[src/rtl/pwm_multi.sv]
// Multi-channel complementary PWM with a shared sawtooth/center counter,
// per-channel dead time and period-boundary shadow reload.
module pwm_multi #(
  parameter int N_CH  = 3,
  parameter int CNT_W = 16,
  parameter int DT_W  = 8
) (
  input  logic                  clk,
  input  logic                  reset,
  input  logic [CNT_W-1:0]      period,
  input  logic [N_CH*CNT_W-1:0] duty,
  input  logic [DT_W-1:0]       dead_time,
  input  logic                  mode,
  input  logic                  pwm_enable,
  input  logic                  ovf_trigger_enable,
  output logic [N_CH-1:0]       pwm,
  output logic [N_CH-1:0]       pwm_cmp,
  output logic                  ovf_trigger,
  output logic [CNT_W-1:0]      counter_dbg
);

  localparam logic [CNT_W-1:0] ONE = CNT_W'(1);

  logic [CNT_W-1:0]            cnt;
  logic [CNT_W-1:0]            cnt_nx;
  logic                        dir_dn;
  logic                        dir_nx;
  logic                        wrap;
  logic                        reload;
  logic                        out_en;
  logic [CNT_W-1:0]            per_s;
  logic [N_CH-1:0][CNT_W-1:0]  duty_s;
  logic [DT_W-1:0]             dt_s;
  logic                        mode_s;
  logic [N_CH-1:0]             ref_v;
  logic                        ovf_q;

  // Next counter value, direction and the wrap/valley event.
  // A zero period parks the counter but keeps the shadows
  // transparent so a new period can still be loaded.
  always_comb begin
    wrap   = 1'b0;
    reload = 1'b0;
    cnt_nx = cnt;
    dir_nx = dir_dn;
    if (per_s == '0) begin
      reload = 1'b1;
      cnt_nx = '0;
      dir_nx = 1'b0;
    end else if (!mode_s) begin
      dir_nx = 1'b0;
      if (cnt >= per_s - ONE) begin
        wrap   = 1'b1;
        cnt_nx = '0;
      end else begin
        cnt_nx = cnt + ONE;
      end
    end else if (cnt == ONE && (dir_dn || per_s == ONE)) begin
      wrap   = 1'b1;
      cnt_nx = '0;
      dir_nx = 1'b0;
    end else if (!dir_dn && cnt >= per_s) begin
      cnt_nx = cnt - ONE;
      dir_nx = 1'b1;
    end else if (!dir_dn) begin
      cnt_nx = cnt + ONE;
    end else begin
      cnt_nx = cnt - ONE;
    end
    if (wrap) reload = 1'b1;
  end

  // Shared period counter and direction.
  always_ff @(posedge clk) begin
    if (reset) begin
      cnt    <= '0;
      dir_dn <= 1'b0;
    end else begin
      cnt    <= cnt_nx;
      dir_dn <= dir_nx;
    end
  end

  // Shadow registers: transparent in reset, else updated at wrap.
  always_ff @(posedge clk) begin
    if (reset || reload) begin
      per_s  <= period;
      duty_s <= duty;
      dt_s   <= dead_time;
      mode_s <= mode;
    end
  end

  // Overflow pulse lands with the counter-0 cycle after a wrap.
  always_ff @(posedge clk) begin
    if (reset) ovf_q <= 1'b0;
    else       ovf_q <= wrap & ovf_trigger_enable;
  end

  // Per-channel compare reference.
  always_comb begin
    ref_v = '0;
    for (int i = 0; i < N_CH; i++)
      ref_v[i] = (cnt < duty_s[i]);
  end

  assign out_en = pwm_enable && (per_s != '0);

  for (genvar i = 0; i < N_CH; i++) begin : g_ch
    logic [DT_W-1:0] hcnt;
    logic [DT_W-1:0] lcnt;
    logic            p_q;
    logic            c_q;

    // Count consecutive cycles of each ref level; a side rises only
    // once its level has persisted past the dead time.
    always_ff @(posedge clk) begin
      if (reset || !out_en) begin
        hcnt <= '0;
        lcnt <= '0;
        p_q  <= 1'b0;
        c_q  <= 1'b0;
      end else if (ref_v[i]) begin
        lcnt <= '0;
        c_q  <= 1'b0;
        p_q  <= (hcnt >= dt_s);
        if (hcnt != '1) hcnt <= hcnt + DT_W'(1);
      end else begin
        hcnt <= '0;
        p_q  <= 1'b0;
        c_q  <= (lcnt >= dt_s);
        if (lcnt != '1) lcnt <= lcnt + DT_W'(1);
      end
    end

    assign pwm[i]     = p_q;
    assign pwm_cmp[i] = c_q;
  end

  assign ovf_trigger = ovf_q;
  assign counter_dbg = cnt;

endmodule
[config.mk]
export PLATFORM = sky130hd
export DESIGN_NAME = pwm_multi
export DESIGN_NICKNAME = d
export VERILOG_FILES = /design/src/rtl/pwm_multi.sv
export SDC_FILE = /design/constraint.sdc
export NUM_CORES = 1
export LEC_CHECK = 0
export ABC_AREA = 1
export CORE_MARGIN = 3
export CORE_UTILIZATION = 60
export CTS_CLUSTER_SIZE = 40
export DETAILED_ROUTE_END_ITERATION = 8
export PLACE_DENSITY_LB_ADDON = 0.1
export SLEW_MARGIN = 15
export SYNTH_ARGS = -nofsm -noshare
export SYNTH_HDL_FRONTEND = slang
export SYNTH_SLANG_ARGS = --single-unit
[constraint.sdc]
create_clock -name clk -period 5.8 [get_ports clk]
set_input_delay 1.16 -clock clk [delete_from_list [all_inputs] [get_ports clk]]
set_output_delay 1.16 -clock clk [all_outputs]
set_load 0.02 [all_outputs]
==> results.yml, run 1 <==
status:
  status: "completed"
critical_path:
  r2r_end: "duty_s[7]"
  path_class: "register to register"
  path_depth: 16
  timing.critical_path.from: "per_s[0]"
  path_cells: "inv_1 > ha_1 > inv_1 > nor3_2 > nand3_1 > nor2_1 > nand3_1 > o21ai_0 > inv_1 > ha_1 > nand2_1 > nor3_1 > nand3_1 > nand4_1 > nand2_1 > nand2_4"
  cpMaxStageDelayCell: "nand2_4"
  critPathCaptureType: "register"
  crit_required_ns: 5.85
  cpPeakStageDelay_ns: 0.74
  critPathMaxFanout: 75
  worstPathBufferInverterCount: 3
  rr_worst_depth: 16
  r2r-start: "per_s[0]"
  crit_arrival_ns: 4.73
  crit_end: "duty_s[7]"
  path_delay_family: "simple AND/OR/NAND/NOR gates"
  worstSetupStartpointType: "register"
  r2r_slack_ns: 1.12
logic_synthesis:
  ys_types: 37
  yosysTopAreaCellShare_pct: 22.57
  yosysMostFrequentCell: "nand2_1"
  syn-instance-count: 1153
  yosys.area.top_type: "edfxtp_1"
  synth_edf_count: 73
  ys.flop_type: "edfxtp_1"
  syn_nets: 1366
  synth_warnings: 0
  ys_top_cells_by_count: "nand2_1 (189), inv_1 (180), ha_1 (136), nor2_1 (108), a21oi_1 (79)"
  syn_area_um2: 9714
  synthArstFlopShare_pct: 0
  synth.area.top_cells: "edfxtp_1 (23%), ha_1 (18%), dfxtp_1 (15%)"
  ys_seq_area_share_pct: 37.40
  ys_ff_latch: 145
  avgSynthCellArea_um2: 8.425
placed_design:
  gp_congestion: 0.8845
  dpl_cell_area_um2: 10850
  port_buffers: 99
  place_hpwl_um: 15900
  preCtsSetupSlack_ns: 1.154
sta:
  clock_skew_ns: 0.009477
  relSlewSlack_pct: 29.35
  finalSetupViolCount: 0
  rsz0062_at_grt: "no"
  period_share_pct: 80.75
  setup_slack_ns: 1.117
  drv_slew: 0
  setup_tns_ns: 0
  min_period_ns: 4.683
  tightest_slew_ns: 1.060
  hold_viol: 0
  max_freq_mhz: 213.5
clocking:
  clk_latency_ns: 0.43
  post-cts-setup-buffers: 0
  cts_tree: "built"
  cts_hold_buffers: 0
  cts_root_buf: "clkbuf_16"
  cts_sinks: 145
  cts_max_level: 4
  path_clk_slew_ns: 0.06
  post_cts_resized: 0
  numCtsBuffers: 17
  clk_path_buf_depth: 2
power_and_ir_drop:
  p_leak_nw: 5.234
  cellPowerDensity_nw_per_um2: 214.1
  irDropWorstVdd_mv: 0.2019
  power_w: 0.002434
final_layout:
  area_delta_synth_final_pct: 17.00
  antennaDiodeCount: 0
  nNetsFinal: 1465
  drive_gt1_share_pct: 7.194
  nFillCells: 1234
  multi_input_comb_area_um2: 5244
  final_area_um2: 11370
  seqCellArea_um2: 3633
  utilization_pct: 73.14
floorplan:
  rows: 45
  start_util_pct: 62.51
  dieArea_um2: 17750
  num_io_pins: 100
  die_x_um: 133.2
  coreArea_um2: 15540
  floorplan.die.height_um: 133.2
route:
  firstDrtPassIters: 5
  wirelength_um: 21760
  via_per_inst: 5.368
  antenna_left: 0
  drc: 0
  first_iter_violations: 476
  wire_per_inst_um: 14.74
  vias: 7923
grt:
  grt_pass1_wl_um: 36450
  globalRouteTotalUtil_pct: 25.32
  antenna_found_initial: 0
  grt_pass1_vias: 7598
  overflow: 0
  grt_max_degree: 76
flow_run:
  maxCapViolCount: 0
min_path:
  holdCritPathClass: "register to register"
-- cells in the final DEF, fill, tap and decap left out, drive strengths merged --
cell type and count:
nand2 202, inv 190, ha 136, nor2 120, clkdlybuf4s50 99, a21oi 89
edfxtp 73, dfxtp 72, nand3 67, nand4 56, xor2 50, o21ai 26
clkbuf 21, nor3 21, xnor2 12, o21a 8, o221ai 6, clkinv 4
o211ai 3, clkinvlp 3, o21bai 2, buf 2, or2 1, nor4 1
nor3b 1
-- per-stage QoR --
stage	cells	hold WS, ns
2_1_floorplan	1153	0.4692
5_1_grt	1476	0.5420
3_3_place_gp	1444	0.4889
3_5_place_dp	1444	0.5000
4_1_cts	1476	0.5104
6_report	1476	0.5067
-- logic make-up (layout without fill, tap and decap cells) --
group	Yosys count	after routing	synth area share, %
XOR/XNOR	62	62	5.590
AND/OR/NAND/NOR	469	469	22.89
adder cells (fa/ha/maj)	136	136	17.52
buffers and inverters	207	319	8.668
AO/OA/AOI/OAI	134	134	7.934
flip-flops	145	145	37.40
-- how the worst min path moves through the flow --
stage                          from              end  slack, ns  depth (start not counted)
floorplan           g_ch[0].hcnt[0]  g_ch[0].hcnt[0]       0.47                          2
detailed placement  g_ch[2].hcnt[0]  g_ch[2].hcnt[0]       0.50                          2
CTS                 g_ch[1].hcnt[0]  g_ch[1].hcnt[0]       0.51                          2
global route        g_ch[0].hcnt[1]  g_ch[0].hcnt[1]       0.54                          2
global placement    g_ch[1].hcnt[0]  g_ch[1].hcnt[0]       0.49                          2
finish              g_ch[1].hcnt[0]  g_ch[1].hcnt[0]       0.51                          2
-- final cells by class --
cell class                      count  area share, %
Inverter                          186          6.143
Tap cell                          211          2.323
Clock buffer                       21          3.875
Timing Repair Buffer              101          8.851
Clock inverter                     11         0.7045
Multi-Input combinational cell    801          46.14
Sequential cell                   145          31.97
-- metal layers --
metal  track usage [%]  vias to the layer above  share of wire (%)  wire [µm]
met5                 0                        -                  0          0
met4             8.686                        0                2.1        464
met3             5.438                       39                6.5       1420
met2             39.56                      234                 44       9628
met1             35.06                     3593                 47      10240
li1                  -                     4057                  -          -
-- sequential cells by signal, indices dropped and copies added (netlist names) --
name         flops
duty_s          48
counter_dbg     16
per_s           16
dt_s             8
dir_dn           1
g_ch.lcnt       24
g_ch.c_q         3
g_ch.p_q         3
g_ch.hcnt       24
ovf_trigger      1
mode_s           1
-- report_power, final --
part / internal [W] / switching, W / total (W)
combinational: 0.000131 / 0.000170 / 0.000302
clock: 0.000549 / 0.000430 / 0.000978
sequential: 0.00113 / 0.0000252 / 0.00115
-- worst min-delay path, cell delays in order, from the launching register on --
cell and delay, ns:
dfxtp_1 0.34, nand2_1 0.07, a21oi_1 0.05
(Power assumes the default switching activity.)
==> run 2, diff against run 1 <==
--- a/config.mk
+++ b/config.mk
@@ -7,7 +7,7 @@
 export LEC_CHECK = 0
 export ABC_AREA = 1
 export CORE_MARGIN = 3
-export CORE_UTILIZATION = 60
+export CORE_UTILIZATION = 53
 export CTS_CLUSTER_SIZE = 40
 export DETAILED_ROUTE_END_ITERATION = 8
 export PLACE_DENSITY_LB_ADDON = 0.1
==> constraint.sdc (replaced) <==
create_clock -name clk -period 3.8 [get_ports clk]
set_input_delay 0.76 -clock clk [delete_from_list [all_inputs] [get_ports clk]]
set_output_delay 0.76 -clock clk [all_outputs]
set_load 0.02 [all_outputs]
==> results.yml, run 2 (synthesized netlist as in run 1, its figures left out) <==
status:
  status: "completed"
final_layout:
  antennaDiodeCount: 0
  largest_reg_flops: 48
  drive_gt1_share_pct: 7.717
  final_common_cell: "nand2_1"
  reg_top3: "duty_s (48), g_ch.hcnt (24), g_ch.lcnt (24)"
  nNetsFinal: 1470
  area_delta_synth_final_pct: 18.96
  most-common-layout-cells: "nand2_1 (189), inv_1 (180), ha_1 (136)"
  top_register: "duty_s"
clocking:
  post_cts_resized: 0
  clk_latency_ns: 0.43
  cts_tree: "built"
  cts_hold_buffers: 0
  cts_max_level: 4
  clk_path_buf_depth: 2
  cts_root_buf: "clkbuf_16"
  numCtsBuffers: 17
  post-cts-setup-buffers: 0
  path_clk_slew_ns: 0.07
  cts_sinks: 145
power_and_ir_drop:
  p_sw_share_pct: 24.66
  power.switching_w: 0.0009951
  irDropWorstVdd_mv: 0.3152
  p_leak_nw: 5.324
  p_int_w: 0.003040
  cellPowerDensity_nw_per_um2: 349.2
  p_clk_share_pct: 44.7
  pwr-share-comb_pct: 11.8
  power_w: 0.004035
  seqPwrFrac_pct: 43.6
placed_design:
  gp_congestion: 0.9028
  port_buffers: 99
  place_hpwl_um: 16380
critical_path:
  crit_arrival_ns: 4.05
  critPathMaxFanout: 13
  rr_worst_depth: 17
  crit_required_ns: 4.16
  critPathCaptureType: "register"
  worstSetupStartpointType: "register"
  path_class: "register to register"
route:
  wire_per_inst_um: 15.09
  wirelength_um: 22560
  antenna_left: 0
  first_iter_violations: 476
  firstDrtPassIters: 5
  via_per_inst: 5.247
  drc: 0
  vias: 7844
sta:
  relSlewSlack_pct: 21.64
  max_freq_mhz: 270.9
  hold_viol: 0
  finalSetupViolCount: 0
  fin_hold_ws_ns: 0.5023
  tightest_slew_ns: 1.175
  min_period_ns: 3.692
  setup_tns_ns: 0
  drv_slew: 0
  period_share_pct: 97.15
  clock_skew_ns: 0.01042
  rsz0062_at_grt: "yes"
grt:
  antenna_found_initial: 0
  use_met1_pct: 32.99
  grt_max_degree: 43
  grt_pass1_wl_um: 36820
  met3_usage_pct: 3.943
  met2_usage_pct: 36.34
  globalRouteTotalUtil_pct: 23.04
  grt_busiest_layer: "met2"
  overflow: 0
  grt_pass1_vias: 7437
floorplan:
  die_x_um: 141.4
  start_util_pct: 55.20
  dieArea_um2: 19990
  coreArea_um2: 17600
  rows: 48
  num_io_pins: 100
  floorplan.die.height_um: 141.4
min_path:
  min_path_cells: 2
  holdCritPathClass: "register to register"
flow_run:
  maxCapViolCount: 0
==> run 2: stage by stage <==
stage	area, µm²	instances	util [%]	setup slack (ns)
final	11560	1495	65.67	0.1085
after global routing	11560	1495	65.67	-0.2184
after CTS	11560	1495	65.67	0.1443
after detailed placement	10930	1463	62.09	0.2013
after global placement	10930	1463	62.09	0.2402
after floorplan	9719	1153	-	0.3369
==> run 2: critical path, cell delays in order, from the launching register on <==
cell and delay [ns]:
edfxtp_1 0.42, inv_1 0.14, ha_1 0.20, inv_1 0.06
nor3_2 0.19, nand3_1 0.14, nor2_1 0.18, nand3_1 0.16
o21ai_0 0.16, o21ai_0 0.10, inv_1 0.06, ha_1 0.21
nand2_1 0.09, o21a_1 0.13, nand2_1 0.07, a21oi_1 0.90
nand4_1 0.22, a21oi_2 0.19
==> run 2: layout make-up <==
cell class	count	area [µm²]
clock buffer	18	429.2
timing repair buffer	106	1069
multi-input combinational	801	5244
inverter	186	698.2
fill	1472	6041
tap	225	281.5
clock inverter	14	201.4
sequential	145	3633
==> run 2: path summary, 6_finish.rpt <==
path | startpoint | endpoint | slack (ns)
worst max-delay path | per_s[0] | counter_dbg[12] | 0.11
worst min register to register | g_ch[0].hcnt[0] | g_ch[0].hcnt[0] | 0.50
worst min-delay path | g_ch[0].hcnt[0] | g_ch[0].hcnt[0] | 0.50
worst max register to register | per_s[0] | counter_dbg[12] | 0.11
==> run 2: layer usage <==
layer | vias to the layer above | part of all wire (%)
met5 | - | 0
met1 | 3555 | 49
li1 | 4078 | -
met3 | 23 | 5.6
met4 | 0 | 1.4
met2 | 188 | 44
==> run 2: power groups by stage <==
stage	Combinational [W]	Sequential, W	Clock [W]
6_report	0.000475	0.00176	0.00180
5_1_grt	0.000541	0.00176	0.00191
4_1_cts	0.000478	0.00176	0.00183
3_5_place_dp	0.000470	0.00179	0
3_3_place_gp	0.000460	0.00179	0
2_1_floorplan	0.000294	0.00179	0
==> run 3, diff against run 2 <==
--- a/config.mk
+++ b/config.mk
@@ -6,6 +6,7 @@
 export NUM_CORES = 1
 export LEC_CHECK = 0
 export ABC_AREA = 1
+export CAP_MARGIN = 20
 export CORE_MARGIN = 3
 export CORE_UTILIZATION = 53
 export CTS_CLUSTER_SIZE = 40
==> results.yml, run 3 (synthesized netlist as in run 1, its figures left out) <==
sta:
  tightest_slew_ns: 0.7391
  drv_slew: 0
  finalSetupViolCount: 0
  max_freq_mhz: 288.2
  min_period_ns: 3.470
  relSlewSlack_pct: 50.66
  rsz0062_at_grt: "no"
  hold_viol: 0
  clock_skew_ns: 0.01096
  setup_tns_ns: 0
  period_share_pct: 91.31
critical_path:
  critPathMaxFanout: 26
  crit_required_ns: 3.92
  critPathCaptureType: "register"
  r2r_slack_ns: 0.33
  crit_arrival_ns: 3.59
  r2r-start: "per_s[0]"
  r2r_end: "per_s[12]"
  worstSetupStartpointType: "register"
  rr_worst_depth: 17
  path_class: "register to register"
grt:
  grt_pass1_vias: 7437
  grt_pass1_wl_um: 36820
  globalRouteTotalUtil_pct: 23.04
  grt_max_degree: 43
  antenna_found_initial: 0
  overflow: 0
final_layout:
  area_delta_synth_final_pct: 19.50
  reg_top3: "duty_s (48), g_ch.hcnt (24), g_ch.lcnt (24)"
  nNetsFinal: 1473
  antennaDiodeCount: 0
  top_register: "duty_s"
  stdcell_count: 1498
  most-common-layout-cells: "nand2_1 (189), inv_1 (180), ha_1 (136)"
  multi_input_comb_area_um2: 5249
  nFillCells: 1469
  drive_gt1_share_pct: 8.013
  seqCellArea_um2: 3633
  largest_reg_flops: 48
  final_common_cell: "nand2_1"
floorplan:
  die_x_um: 141.4
  coreArea_um2: 17600
  rows: 48
  num_io_pins: 100
  start_util_pct: 55.20
  dieArea_um2: 19990
  floorplan.die.height_um: 141.4
flow_run:
  maxCapViolCount: 0
clocking:
  clk_path_buf_depth: 2
  numCtsBuffers: 17
  clk_latency_ns: 0.43
  cts_tree: "built"
  cts_max_level: 4
  path_clk_slew_ns: 0.07
  cts_root_buf: "clkbuf_16"
  cts_sinks: 145
  cts_hold_buffers: 0
min_path:
  min_from: "g_ch[0].hcnt[0]"
  min_to: "g_ch[0].hcnt[0]"
  holdCritPathClass: "register to register"
  min_path_cells: 2
route:
  via_per_inst: 5.254
  drc: 0
  firstDrtPassIters: 6
  first_iter_violations: 489
  vias: 7871
  wirelength_um: 22700
  wire_per_inst_um: 15.15
  antenna_left: 0
power_and_ir_drop:
  irDropWorstVdd_mv: 0.3159
  power_w: 0.004045
  p_leak_nw: 5.350
  cellPowerDensity_nw_per_um2: 348.5
status:
  status: "completed"
placed_design:
  place_hpwl_um: 16380
  gp_congestion: 0.9028
  port_buffers: 99
  placed_cells: 1463
## run 3: worst max path at each step
stage	startpoint	end	depth (start not counted)
detailed placement	per_s[0]	counter_dbg[10]	17
global route	per_s[0]	per_s[12]	17
finish	per_s[0]	per_s[12]	17
global placement	per_s[0]	counter_dbg[7]	17
floorplan	per_s[0]	dt_s[0]	16
CTS	per_s[0]	counter_dbg[10]	17
## run 3: final cells by class
| type | count | share of cell area, % |
|---|---|---|
| Clock inverter | 14 | 1.735 |
| Sequential cell | 145 | 31.30 |
| Inverter | 186 | 6.014 |
| Tap cell | 225 | 2.425 |
| Clock buffer | 18 | 3.697 |
| Timing Repair Buffer | 109 | 9.614 |
| Multi-Input combinational cell | 801 | 45.21 |
## run 3: timing repair
action                     4_1_cts  5_1_grt
setup endpoints to repair        0       68
gates resized for setup          0        2
buffers inserted                 0        1
## run 3: metrics by stage
step                hold WS, ns  setup WS [ns]  util [%]  area [µm²]
finish                   0.5023         0.3304     65.97       11610
global route             0.5285        0.03340     65.97       11610
CTS                      0.5010         0.1443     65.67       11560
detailed placement       0.4928         0.2013     62.09       10930
global placement         0.4853         0.2402     62.09       10930
floorplan                0.4692         0.3369         -        9719
## run 3: per-layer routing
metal	global-route usage (%)	part of all wire, %
met1	32.99	49
met2	36.34	45
met3	3.943	5.3
met4	6.061	1.1
met5	0	0
## run 3: critical path, stage by stage, from the launching register on
cell	delay, ns
edfxtp_1	0.42
inv_1	0.14
ha_1	0.20
inv_1	0.06
nor3_2	0.19
nand3_1	0.14
nor2_1	0.18
nand3_1	0.16
o21ai_0	0.19
inv_1	0.06
ha_1	0.26
nand2_1	0.09
nor3_2	0.26
nand3_1	0.12
nand4_1	0.17
nand2_1	0.13
nand2_4	0.18
buf_12	0.21
## run 3: report_power, final
group          total [W]  switching (W)  internal (W)
sequential       0.00176      0.0000379       0.00172
clock            0.00180       0.000692       0.00111
combinational   0.000485       0.000270      0.000215
